==> src/rtl/snake_pkg.sv <==
// Shared types and constants for the snake game datapath.
//   GRID_SIZE      : board edge length (cells)
//   APPLE_START_X/Y: apple position after reset
//   coord_t        : 4-bit grid coordinate
//   placer_state_t : apple placer FSM states
package snake_pkg;

  localparam int unsigned GRID_SIZE     = 16;
  localparam int unsigned APPLE_START_X = 12;
  localparam int unsigned APPLE_START_Y = 12;

  typedef logic [3:0] coord_t;

  typedef enum logic [1:0] {
    IDLE = 2'd0,
    PICK = 2'd1,
    SCAN = 2'd2,
    DONE = 2'd3
  } placer_state_t;

endpackage

==> src/rtl/apple_placer_lfsr16.sv <==
// Free-running 16-bit Fibonacci LFSR, x^16+x^14+x^13+x^11+1, shifting left.
//   clk   : clock
//   reset : synchronous active-low reset, loads seed
//   seed  : reset value (must be non-zero)
//   q     : current LFSR state
module lfsr16 (
  input  logic        clk,
  input  logic        reset,
  input  logic [15:0] seed,
  output logic [15:0] q
);

  logic [15:0] lfsr_q;
  logic [15:0] lfsr_d;

  always_comb begin
    lfsr_d = {lfsr_q[14:0], lfsr_q[15] ^ lfsr_q[13] ^ lfsr_q[12] ^ lfsr_q[10]};
  end

  always_ff @(posedge clk) begin
    if (!reset) lfsr_q <= seed;
    else        lfsr_q <= lfsr_d;
  end

  assign q = lfsr_q;

endmodule

==> src/rtl/apple_placer.sv <==
// Picks a free cell for the next apple: up to MAX_TRIES random candidates,
// then a linear scan from just past the last candidate. Result is published
// as a registered coordinate and a registered one-hot 16x16 map.
//   clk         : system clock
//   reset       : synchronous active-low reset
//   occupied    : [x][y] snake occupancy, sampled live
//   place_req   : single-cycle placement request (accepted in IDLE only)
//   apple_x/y   : committed apple row/column
//   apple_valid : an apple is on the board
//   apple_map   : one-hot of the apple cell, zero when not valid
//   busy        : placement in progress (PICK/SCAN/DONE)
//   place_done  : one-cycle pulse at end of a placement attempt
//   board_full  : sticky, no free cell found on the last attempt
module apple_placer
  import snake_pkg::*;
#(
  parameter int unsigned GRID      = GRID_SIZE,
  parameter int unsigned MAX_TRIES = 8,
  parameter logic [15:0] SEED      = 16'hACE1,
  parameter int unsigned START_X   = APPLE_START_X,
  parameter int unsigned START_Y   = APPLE_START_Y
) (
  input  logic              clk,
  input  logic              reset,
  input  logic [15:0][15:0] occupied,
  input  logic              place_req,
  output logic [3:0]        apple_x,
  output logic [3:0]        apple_y,
  output logic              apple_valid,
  output logic [15:0][15:0] apple_map,
  output logic              busy,
  output logic              place_done,
  output logic              board_full
);

  localparam int unsigned CELLS = GRID * GRID;

  placer_state_t    state_q, state_d;
  logic [3:0]       tries_q, tries_d;
  logic [7:0]       scan_idx_q, scan_idx_d;
  logic [7:0]       scan_cnt_q, scan_cnt_d;
  coord_t           ax_q, ax_d;
  coord_t           ay_q, ay_d;
  logic             valid_q, valid_d;
  logic [15:0][15:0] map_q, map_d;
  logic             full_q, full_d;

  logic [15:0]      lfsr_q;
  logic             lfsr_unused;
  coord_t           cand_x, cand_y, scan_x, scan_y;

  lfsr16 u_lfsr (
    .clk   (clk),
    .reset (reset),
    .seed  (SEED),
    .q     (lfsr_q)
  );

  assign lfsr_unused = ^lfsr_q[15:8];
  assign cand_x      = lfsr_q[7:4];
  assign cand_y      = lfsr_q[3:0];
  assign scan_x      = scan_idx_q[7:4];
  assign scan_y      = scan_idx_q[3:0];

  // State and datapath registers
  always_ff @(posedge clk) begin
    if (!reset) begin
      state_q    <= IDLE;
      tries_q    <= '0;
      scan_idx_q <= '0;
      scan_cnt_q <= '0;
      ax_q       <= coord_t'(START_X);
      ay_q       <= coord_t'(START_Y);
      valid_q    <= 1'b1;
      map_q      <= '0;
      map_q[START_X[3:0]][START_Y[3:0]] <= 1'b1;
      full_q     <= 1'b0;
    end else begin
      state_q    <= state_d;
      tries_q    <= tries_d;
      scan_idx_q <= scan_idx_d;
      scan_cnt_q <= scan_cnt_d;
      ax_q       <= ax_d;
      ay_q       <= ay_d;
      valid_q    <= valid_d;
      map_q      <= map_d;
      full_q     <= full_d;
    end
  end

  // Next-state and datapath updates
  always_comb begin
    state_d    = state_q;
    tries_d    = tries_q;
    scan_idx_d = scan_idx_q;
    scan_cnt_d = scan_cnt_q;
    ax_d       = ax_q;
    ay_d       = ay_q;
    valid_d    = valid_q;
    map_d      = map_q;
    full_d     = full_q;

    unique case (state_q)
      IDLE: begin
        if (place_req) begin
          state_d = PICK;
          valid_d = 1'b0;
          map_d   = '0;
          tries_d = '0;
        end
      end
      PICK: begin
        if (!occupied[cand_x][cand_y]) begin
          ax_d    = cand_x;
          ay_d    = cand_y;
          valid_d = 1'b1;
          full_d  = 1'b0;
          map_d   = '0;
          map_d[cand_x][cand_y] = 1'b1;
          state_d = DONE;
        end else begin
          tries_d = tries_q + 4'd1;
          // The miss that brings the count to MAX_TRIES also seeds the scan.
          if (tries_q == 4'(MAX_TRIES - 1)) begin
            scan_idx_d = {cand_x, cand_y} + 8'd1;
            scan_cnt_d = '0;
            state_d    = SCAN;
          end
        end
      end
      SCAN: begin
        if (!occupied[scan_x][scan_y]) begin
          ax_d    = scan_x;
          ay_d    = scan_y;
          valid_d = 1'b1;
          full_d  = 1'b0;
          map_d   = '0;
          map_d[scan_x][scan_y] = 1'b1;
          state_d = DONE;
        end else begin
          scan_idx_d = scan_idx_q + 8'd1;
          scan_cnt_d = scan_cnt_q + 8'd1;
          if (scan_cnt_q == 8'(CELLS - 1)) begin
            full_d  = 1'b1;
            state_d = DONE;
          end
        end
      end
      DONE: state_d = IDLE;
      default: state_d = IDLE;
    endcase
  end

  // Outputs
  always_comb begin
    busy       = (state_q != IDLE);
    place_done = (state_q == DONE);
  end

  assign apple_x     = ax_q;
  assign apple_y     = ay_q;
  assign apple_valid = valid_q;
  assign apple_map   = map_q;
  assign board_full  = full_q;

endmodule

==> config.mk <==
export PLATFORM = sky130hd
export DESIGN_NAME = apple_placer
export DESIGN_NICKNAME = d
export VERILOG_FILES = /design/src/rtl/snake_pkg.sv /design/src/rtl/apple_placer_lfsr16.sv /design/src/rtl/apple_placer.sv
export SDC_FILE = /design/constraint.sdc
export NUM_CORES = 1
export LEC_CHECK = 0
export CAP_MARGIN = 20
export CORE_AREA = 2 2 203 205
export DETAILED_ROUTE_END_ITERATION = 12
export DIE_AREA = 0 0 205 207
export GPL_TIMING_DRIVEN = 1
export PLACE_DENSITY = 0.74
export SLEW_MARGIN = 20
export SYNTH_ARGS = -nofsm -noshare
export SYNTH_HDL_FRONTEND = slang
export SYNTH_SLANG_ARGS = --single-unit
export TNS_END_PERCENT = 50
==> constraint.sdc <==
create_clock -name clk -period 5.95 [get_ports clk]
set_input_delay 1.4875 -clock clk [delete_from_list [all_inputs] [get_ports clk]]
set_output_delay 1.4875 -clock clk [all_outputs]
set_load 0.1 [all_outputs]
# After elaboration in Yosys (flattened, before gate mapping)

Index checks and enable logic that the tools add are counted.

Register bits after elaboration: 304
Bits of input ports: 259
Output and inout port bits: 268

$add $sub $neg: 4
Order comparisons: 8
Eq/ne operators: 13
Multiplexer cells: 51
Bitwise operators: 3
Reduce and logical (&&, ||, !) cells: 15

Operator list:

| kind                  | count |
|---|---|
| $mux W256             | 3 |
| $pmux W256 S3         | 1 |
| $bmux W16 S4          | 2 |
| $demux W16 S4         | 2 |
| $mux W16              | 4 |
| $mux W8               | 6 |
| $pmux W8 S2           | 2 |
| $add A8 B1 Y8 const B | 3 |
| $mux W4               | 6 |
| $pmux W4 S2           | 3 |
| $lt A4 B5 Y1 const B  | 4 |
| $ge A4 B1 Y1 const B  | 4 |
| $ne A2 B2 Y1 const B  | 6 |
| $reduce_and A3 Y1     | 4 |
| $mux W1               | 10 |
| $mux W2               | 5 |
| $bmux W1 S4           | 2 |
| $demux W1 S4          | 2 |
| $eq A8 B8 Y1 const B  | 1 |
| $pmux W2 S4           | 1 |
| $reduce_and A4 Y1     | 2 |
| $ne A3 B3 Y1 const B  | 2 |
| $reduce_bool A2 Y1    | 3 |
| $add A4 B1 Y4 const B | 1 |
| 9 further kinds       | 15 |

# Logic depth before layout (Yosys ltp)

Gate-level depths: netlist (run 1).

Depth in word-level cells: 8
Mapped depth: 16

# Hierarchy

Synthesis (run 1) repeated with hierarchy kept, for this count alone.

Cells, all modules: 1660
Area, all modules: 17414.2 um^2

Modules (own cells, without submodules):

| module       | instances | cells each | area an instance (um^2) | seq. area each (um^2) |
|---|---|---|---|---|
| apple_placer | 1         | 1622       | 16828.6                 | 5765.5 |
| lfsr16       | 1         | 38         | 585.6                   | 320.3 |

# Least setup slack after synthesis (run 1)

No wires, ideal clock.

Path type: input port to flip-flop
Start: input port occupied[243] (netlist bit)
End: register map_q, in the netlist apple_map[100]
Setup time: 0.062 ns
Arrival: 3.907 ns
Data required time: 5.888 ns
Slack: 1.980 ns
Stages on the path: 11
Path buffers: 2
Cell sequence: mux4_2 -> mux2_2 -> o2bb2ai_1 -> nor4_1 -> a211o_1 -> or3_4 -> a31oi_2 -> and4_4 -> buf_4 -> buf_6 -> a22o_1

Longest elaborated chain between the ends: 6
Elaborated cells on any way between the ends: 11

Ends and longest elaborated chain:

| item                            | RTL line                                 | text |
|---|---|---|
| start, declared                 | apple_placer.sv:25                       | `input logic [15:0][15:0] occupied,` |
| $bmux W16 S4 (on tied branches) | apple_placer.sv:132, apple_placer.sv:113 |  |
| $mux W16 (on tied branches)     | apple_placer.sv:132, apple_placer.sv:113 |  |
| $bmux W1 S4 (on tied branches)  | apple_placer.sv:132, apple_placer.sv:113 |  |
| $mux W1 (on tied branches)      | apple_placer.sv:132, apple_placer.sv:113 |  |
| $ne A2 B2 Y1 (no line)          | --                                       |  |
| $reduce_and A4 Y1 (no line) *   | --                                       |  |
| end signal, assigned            | apple_placer.sv:86                       | `map_q <= map_d;` |
| end, declared                   | apple_placer.sv:45                       | `logic [15:0][15:0] map_q, map_d;` |

Every way passes the cells marked *; elsewhere a longest branch is shown, timed or not. The select of a mux whose other input is x is not followed.
A chain may end at the register's enable or synchronous reset.

# Worst setup path after layout (run 1)

Start: input port occupied[190] (netlist bit)
End: register map_q, in the netlist apple_map[57]

The elaborated chain is that of the path after synthesis.

==> results of run 1 <==
[path summary, 6_finish.rpt]
check                                    from            end  depth (start not counted)  slack (ns)
worst max-delay path            occupied[190]  apple_map[57]                         13        1.05
worst max register to register    u_lfsr.q[7]  apple_map[54]                         13        1.34
worst min register to register    u_lfsr.q[9]   u_lfsr.q[10]                          1        0.43
worst min-delay path              u_lfsr.q[9]   u_lfsr.q[10]                          1        0.43
[sequential cells by signal (all words and copies together), names as in the netlist]
| name | cells |
|---|---|
| apple_map | 256 |
| u_lfsr.q | 16 |
| scan_cnt_q | 8 |
| scan_idx_q | 8 |
| apple_x | 4 |
| apple_y | 4 |
| tries_q | 4 |
| state_q | 2 |
| apple_valid | 1 |
| board_full | 1 |
[cell type report]
cell class | count | area, um2
Multi-Input combinational cell | 1262 | 10000
Inverter | 18 | 67.6
Tap cell | 532 | 666
Clock inverter | 13 | 173
Fill cell | 3527 | 16800
Antenna cell | 4 | 10.0
Timing Repair Buffer | 559 | 5600
Sequential cell | 304 | 6100
Clock buffer | 43 | 912
[power groups by stage]
stage / Sequential (uW) / Clock, uW / Combinational [uW]
after detailed placement: 2330 / 0 / 2400
after floorplan: 2350 / 0 / 1700
after global placement: 2320 / 0 / 2380
final: 2290 / 2050 / 2500
after CTS: 2280 / 2050 / 2420
after global routing: 2300 / 2130 / 2610
[per-stage QoR]
| step | hold WS (ns) | cells | setup slack (ns) |
|---|---|---|---|
| after floorplan | 0.386 | 1795 | 1.98 |
| after global placement | 0.391 | 2674 | 0.708 |
| after detailed placement | 0.404 | 2674 | 0.641 |
| after CTS | 0.420 | 2730 | 1.23 |
| after global routing | 0.435 | 2734 | 0.774 |
| final | 0.428 | 2735 | 1.05 |
[kinds of logic after synthesis]
group	after synthesis	share of synthesized area
muxes	222	0.172
adders and majority gates	7	0.00506
xor gates and xnor gates	4	0.00203
DFF	304	0.352
buffers and inverters	229	0.0715
AOI/OAI and AO/OA	714	0.306
and+or+nand+nor	315	0.0921
[Yosys cell counts, types with 26 or more instances]
cell type,n
sky130_fd_sc_hd__o22ai_1,258
sky130_fd_sc_hd__nand3_1,61
sky130_fd_sc_hd__buf_6,34
sky130_fd_sc_hd__a22oi_1,70
sky130_fd_sc_hd__nor2_1,46
sky130_fd_sc_hd__nand2_1,93
sky130_fd_sc_hd__mux2i_1,155
sky130_fd_sc_hd__buf_2,46
sky130_fd_sc_hd__a22o_1,257
sky130_fd_sc_hd__a21oi_1,26
sky130_fd_sc_hd__clkbuf_1,108
sky130_fd_sc_hd__dfxtp_1,304
sky130_fd_sc_hd__mux4_2,59
[layer usage]
layer / vias to the layer above / GRT usage / wire (um) / share of wire
li1: 7947 / - / - / -
met1: 8987 / 0.463 / 30500 / 0.39
met2: 1422 / 0.557 / 35400 / 0.45
met3: 264 / 0.0878 / 9220 / 0.12
met4: 8 / 0.142 / 3830 / 0.048
met5: - / 0 / 46 / 0.00058
==> run summary, run 1 <==
## Synthesis
• **leading post-synthesis cells by cell area** sky130_fd_sc_hd__dfxtp_1, sky130_fd_sc_hd__a22o_1, sky130_fd_sc_hd__o22ai_1
• **number of register bits inferred by synthesis** 304
• **number of enable-type register cells in the synthesized netlist** 0
• **net count after synthesis** 2061
• **proportion of synthesized flip-flops having asynchronous set or reset** 0
• **sequential area share after synthesis** 0.352
• **mapped cell area** 0.0173 mm2
• **top_reg_cell synth** sky130_fd_sc_hd__dfxtp_1
• **Yosys top cell area share** 0.352
• **Yosys warning total** 0
• **average instance area after synthesis** 9.64 um2
• **number of standard cells after synthesis** 1795
• **post-synthesis cell type with the largest combined area** sky130_fd_sc_hd__dfxtp_1
• **number of library cell types mapped by synthesis** 67

## Power and ir drop
• **total net switching power** 2670 uW
• **total power** 6850 uW
• **sequential share of power** 0.335
• **worst supply voltage drop on vdd** 277 uV
• **Power Density** 291 mW/mm2
• **logic gate share of total power** 0.365
• **Lkg Pwr** 0.00808 uW
• **P_int** 4170 uW
• **switch share** 0.390
• **part of the power in the clock network** 0.300

## CTS
• **clock sinks** 304
• **CTS root buffer** sky130_fd_sc_hd__clkbuf_16
• **# hold bufs at CTS** 0
• **clock input transition at the sequential cells of the worst setup and hold paths** 0.06 ns
• **H-tree Lvls** 1
• **CTS tree** yes
• **number of buffers on the longest clock path** 3
• **Setup Fix Bufs, Post-CTS** 0
• **post-cts sizing count** 0
• **number of CTS-inserted buffers** 31
• **Skew-Pair Late Insertion Delay** 0.58 ns

## Timing
• **total negative slack** 0 ns
• **final period utilization** 0.824
• **maximum clock skew at final layout** 0.0222 ns
• **final-report max-slew violation count** 0
• **Final setup violation count** 0
• **Tightest Pin Transition** 1.16 ns
• **number of hold violations in the final report** 0
• **worst slew slack as a fraction of its limit** 0.222
• **Max Freq** 0.204 GHz
• **final worst path period need** 4.90 ns
• **setup repair after global routing missed its margin** no

## Floorplanning
• **top-level I/O count** 527
• **full die area** 0.0424 mm2
• **initial standard-cell utilization of the core** 0.429
• **Chip Height** 207 um
• **Die Span X** 205 um
• **core area** 0.0404 mm2
• **Row Count** 74

## Setup path
• **slowest cell on the critical path** sky130_fd_sc_hd__mux4_2
• **delay contributed by the slowest stage of the critical path** 0.56 ns
• **CP dominant cell by count** sky130_fd_sc_hd__a22o_1
• **cell-by-cell trace of the critical path** clkdlybuf4s50_1 -> mux4_2 -> a22o_1 -> a2111oi_0 -> a41oi_1 -> o21ai_1 -> nand2_1 -> o21ai_2 -> buf_4 -> a31oi_4 -> buf_12 -> buf_16 -> a22o_1
• **endpoint arrival time on the critical path** 5.37 ns
• **Setup crit start kind** input port
• **cell family with most CP delay** compound AO/OA/AOI/OAI gates
• **critical path type** input port to register
• **critical path buffer and inverter count** 4
• **type of destination of the critical path** register
• **required time of the worst setup path** 6.41 ns
• **top fanout value on the critical path** 192

## Global routing
• **number of antenna violations at the first check in global routing** 8
• **Total GRT Usage** 0.353
• **global-route wire length before repair** 114000 um
• **via count of the first global-routing pass** 17.4k
• **Congestion Overflow GR** 0
• **maximum number of pins on one net before global-route repair** 256

## Min path
• **worst hold-check path type** register to register

## Finish
• **final design utilization** 0.583
• **area added between synthesis and finish** 36.0%
• **leading cell type in the layout, fill and taps excluded** sky130_fd_sc_hd__clkdlybuf4s50_1
• **number of nets in the layout** 2442
• **cell area after layout** 0.0235 mm2
• **share of final-layout standard cells stronger than drive strength 1** 0.0791
• **commonest non-fill, non-tap cells in the layout** sky130_fd_sc_hd__clkdlybuf4s50_1, sky130_fd_sc_hd__dfxtp_1, sky130_fd_sc_hd__o22ai_1, sky130_fd_sc_hd__a22o_1, sky130_fd_sc_hd__mux2i_1

## Route
• **routed via count divided by cell count** 6.81
• **Post-route DRC** 0
• **antenna violation net count after detailed routing** 0
• **routed wire length** 79000 um
• **wire length per cell** 28.9 um
• **drt pass-1 iters** 6
• **initial drt markers** 2435
• **routed via count** 18.6k

## Placed design
• **placed inst area** 0.0224 mm2
• **Detail Placement HPWL** 56400 um
• **routability congestion estimate** 0.974
• **Port Buffer Count** 526

## Status
• **run status** completed

## Run
• **maxcap violations** 0

No activity file was read; power rests on OpenSTA's default activity.
==> run 2, diff against run 1 <==
CORE_AREA = 2 2 205 207   (was 2 2 203 205)
DIE_AREA = 0 0 207 209   (was 0 0 205 207)
PLACE_DENSITY = 0.73   (was 0.74)
clock period = 4.85 ns   (was 5.95 ns; I/O delays follow)
==> run 2 against run 1 <==
Compared with the run above:
- combinational power up 32%
- sequential share of layout area shrank 0.41 points
- clock-buffer cell count stayed put
- flip-flop and latch count unchanged
- sequential power grew 23%
- first-iteration DRC count decreased by 4.5%
- via count up 1.0%
- power increased by 25%
- critical path depth decreased by 2
- hold slack got worse by 0.020 ns
- register-to-register slack worse by 0.62 ns
- cell count grew 1.8%
- largest power group unchanged
==> run summary, run 2 (synthesis gave the netlist of run 1 again) <==
## Route
• **routed via count divided by cell count** 6.76
• **routed wire length** 81000 um
• **routed length on met3** 9510 um
• **drt pass-1 iters** 6
• **max layer used** met5
• **antenna violation net count after detailed routing** 0
• **routed via count** 18.8k
• **met1 wire length** 31400 um
• **wire length per cell** 29.1 um
• **Post-route DRC** 0
• **metal2 WL** 36100 um
• **initial drt markers** 2326

## Floorplanning
• **initial standard-cell utilization of the core** 0.419
• **Row Count** 75
• **Die Span X** 207 um
• **Chip Height** 209 um
• **core area** 0.0413 mm2
• **top-level I/O count** 527
• **full die area** 0.0433 mm2

## CTS
• **clock input transition at the sequential cells of the worst setup and hold paths** 0.07 ns
• **clock sinks** 304
• **Skew-Pair Late Insertion Delay** 0.60 ns
• **Setup Fix Bufs, Post-CTS** 0
• **post-cts sizing count** 0
• **CTS tree** yes
• **# hold bufs at CTS** 0
• **number of buffers on the longest clock path** 3
• **number of CTS-inserted buffers** 30
• **CTS root buffer** sky130_fd_sc_hd__clkbuf_16
• **H-tree Lvls** 1

## Finish
• **number of standard cells in the layout, taps in and fillers out** 2784
• **max FFs per register** 256
• **area used by multi-input combinational logic** 0.0100 mm2
• **number of nets in the layout** 2479
• **area added between synthesis and finish** 38.2%
• **share of final-layout standard cells stronger than drive strength 1** 0.0930
• **Sequential Area** 0.00610 mm2
• **layout filler cell count** 3599
• **commonest non-fill, non-tap cells in the layout** sky130_fd_sc_hd__clkdlybuf4s50_1, sky130_fd_sc_hd__dfxtp_1, sky130_fd_sc_hd__o22ai_1, sky130_fd_sc_hd__a22o_1, sky130_fd_sc_hd__mux2i_1
• **leading cell type in the layout, fill and taps excluded** sky130_fd_sc_hd__clkdlybuf4s50_1

## Global routing
• **Total GRT Usage** 0.354
• **via count of the first global-routing pass** 17.7k
• **number of antenna violations at the first check in global routing** 10
• **global-route wire length before repair** 118000 um
• **maximum number of pins on one net before global-route repair** 59
• **Congestion Overflow GR** 0

## Timing
• **Max Freq** 0.242 GHz
• **maximum clock skew at final layout** 0.0223 ns
• **total negative slack** 0 ns
• **number of hold violations in the final report** 0
• **Final setup violation count** 0
• **worst slew slack as a fraction of its limit** 0.223
• **setup repair after global routing missed its margin** no
• **Tightest Pin Transition** 1.16 ns
• **final period utilization** 0.852
• **final-report max-slew violation count** 0
• **final worst path period need** 4.13 ns

## Setup path
• **critical path type** register to register
• **launch point of the worst path** scan_idx_q[5]
• **depth of the most critical reg-to-reg path** 11
• **critical register-to-register path startpoint** scan_idx_q[5]
• **type of destination of the critical path** register
• **top fanout value on the critical path** 58
• **Setup crit start kind** register
• **endpoint arrival time on the critical path** 4.65 ns
• **required time of the worst setup path** 5.37 ns

## Power and ir drop
• **part of the power in the clock network** 0.286
• **switch share** 0.388
• **Lkg Pwr** 0.00827 uW
• **total net switching power** 3310 uW
• **P_int** 5230 uW
• **logic gate share of total power** 0.385
• **Power Density** 357 mW/mm2
• **sequential share of power** 0.329
• **worst supply voltage drop on vdd** 467 uV

## Min path
• **worst hold-check path type** register to register
• **worst hold path cell count** 1
• **worst hold path startpoint** u_lfsr.q[14]

## Placed design
• **Port Buffer Count** 526
• **cell total after placement** 2720
• **Detail Placement HPWL** 59800 um
• **routability congestion estimate** 0.989

## Run
• **maxcap violations** 0

## Status
• **run status** completed

[run 2: critical path: stages, from the launching register on]
cell                        delay, ns
sky130_fd_sc_hd__dfxtp_4         0.98
sky130_fd_sc_hd__buf_4           0.38
sky130_fd_sc_hd__mux4_2          0.37
sky130_fd_sc_hd__a2111oi_0       0.46
sky130_fd_sc_hd__a41oi_1         0.08
sky130_fd_sc_hd__o21ai_1         0.28
sky130_fd_sc_hd__nand2_1         0.13
sky130_fd_sc_hd__o21ai_2         0.39
sky130_fd_sc_hd__and4_4          0.37
sky130_fd_sc_hd__buf_12          0.20
sky130_fd_sc_hd__buf_12          0.20
sky130_fd_sc_hd__a22o_1          0.15
[run 2: final timing paths]
kind / to / slack [ns]
max: apple_map[179] / 0.72
max reg2reg: apple_map[179] / 0.72
min reg2reg: u_lfsr.q[15] / 0.41
min: u_lfsr.q[15] / 0.41
[run 2: final cells by class]
cell class / count / area share
Clock inverter: 12 / 0.00696
Inverter: 18 / 0.00283
Timing Repair Buffer: 597 / 0.251
Clock buffer: 43 / 0.0364
Sequential cell: 304 / 0.255
Antenna cell: 9 / 0.000942
Multi-Input combinational cell: 1262 / 0.418
Tap cell: 539 / 0.0282
[run 2: power groups by stage]
stage,clock [uW],combinational [uW],sequential [uW]
3_3_place_gp,0,3150,2850
4_1_cts,2430,3210,2800
2_1_floorplan,0,2080,2880
5_1_grt,2540,3440,2820
6_report,2440,3290,2810
3_5_place_dp,0,3190,2850
[run 2: layer usage]
layer | global-route usage | vias up
li1 | - | 8039
met1 | 0.465 | 9119
met2 | 0.552 | 1392
met3 | 0.0894 | 266
met4 | 0.155 | 2
met5 | 0 | -
[run 2: through the flow]
step,power (uW),hold slack (ns),worst slack (ns),util,cell area (um2)
4_1_cts,8440,0.410,0.736,0.578,23900
3_5_place_dp,6040,0.403,0.188,0.553,22800
2_1_floorplan,4970,0.386,1.16,-,17300
5_1_grt,8790,0.426,0.513,0.579,23900
3_3_place_gp,6000,0.392,0.259,0.553,22800
6_report,8540,0.409,0.716,0.579,23900
==> run 3, diff against run 2 <==
SLEW_MARGIN = unset   (was 20)
==> results of run 3 <==
The final DEF is identical to that of run 2; final timing and power are the same.
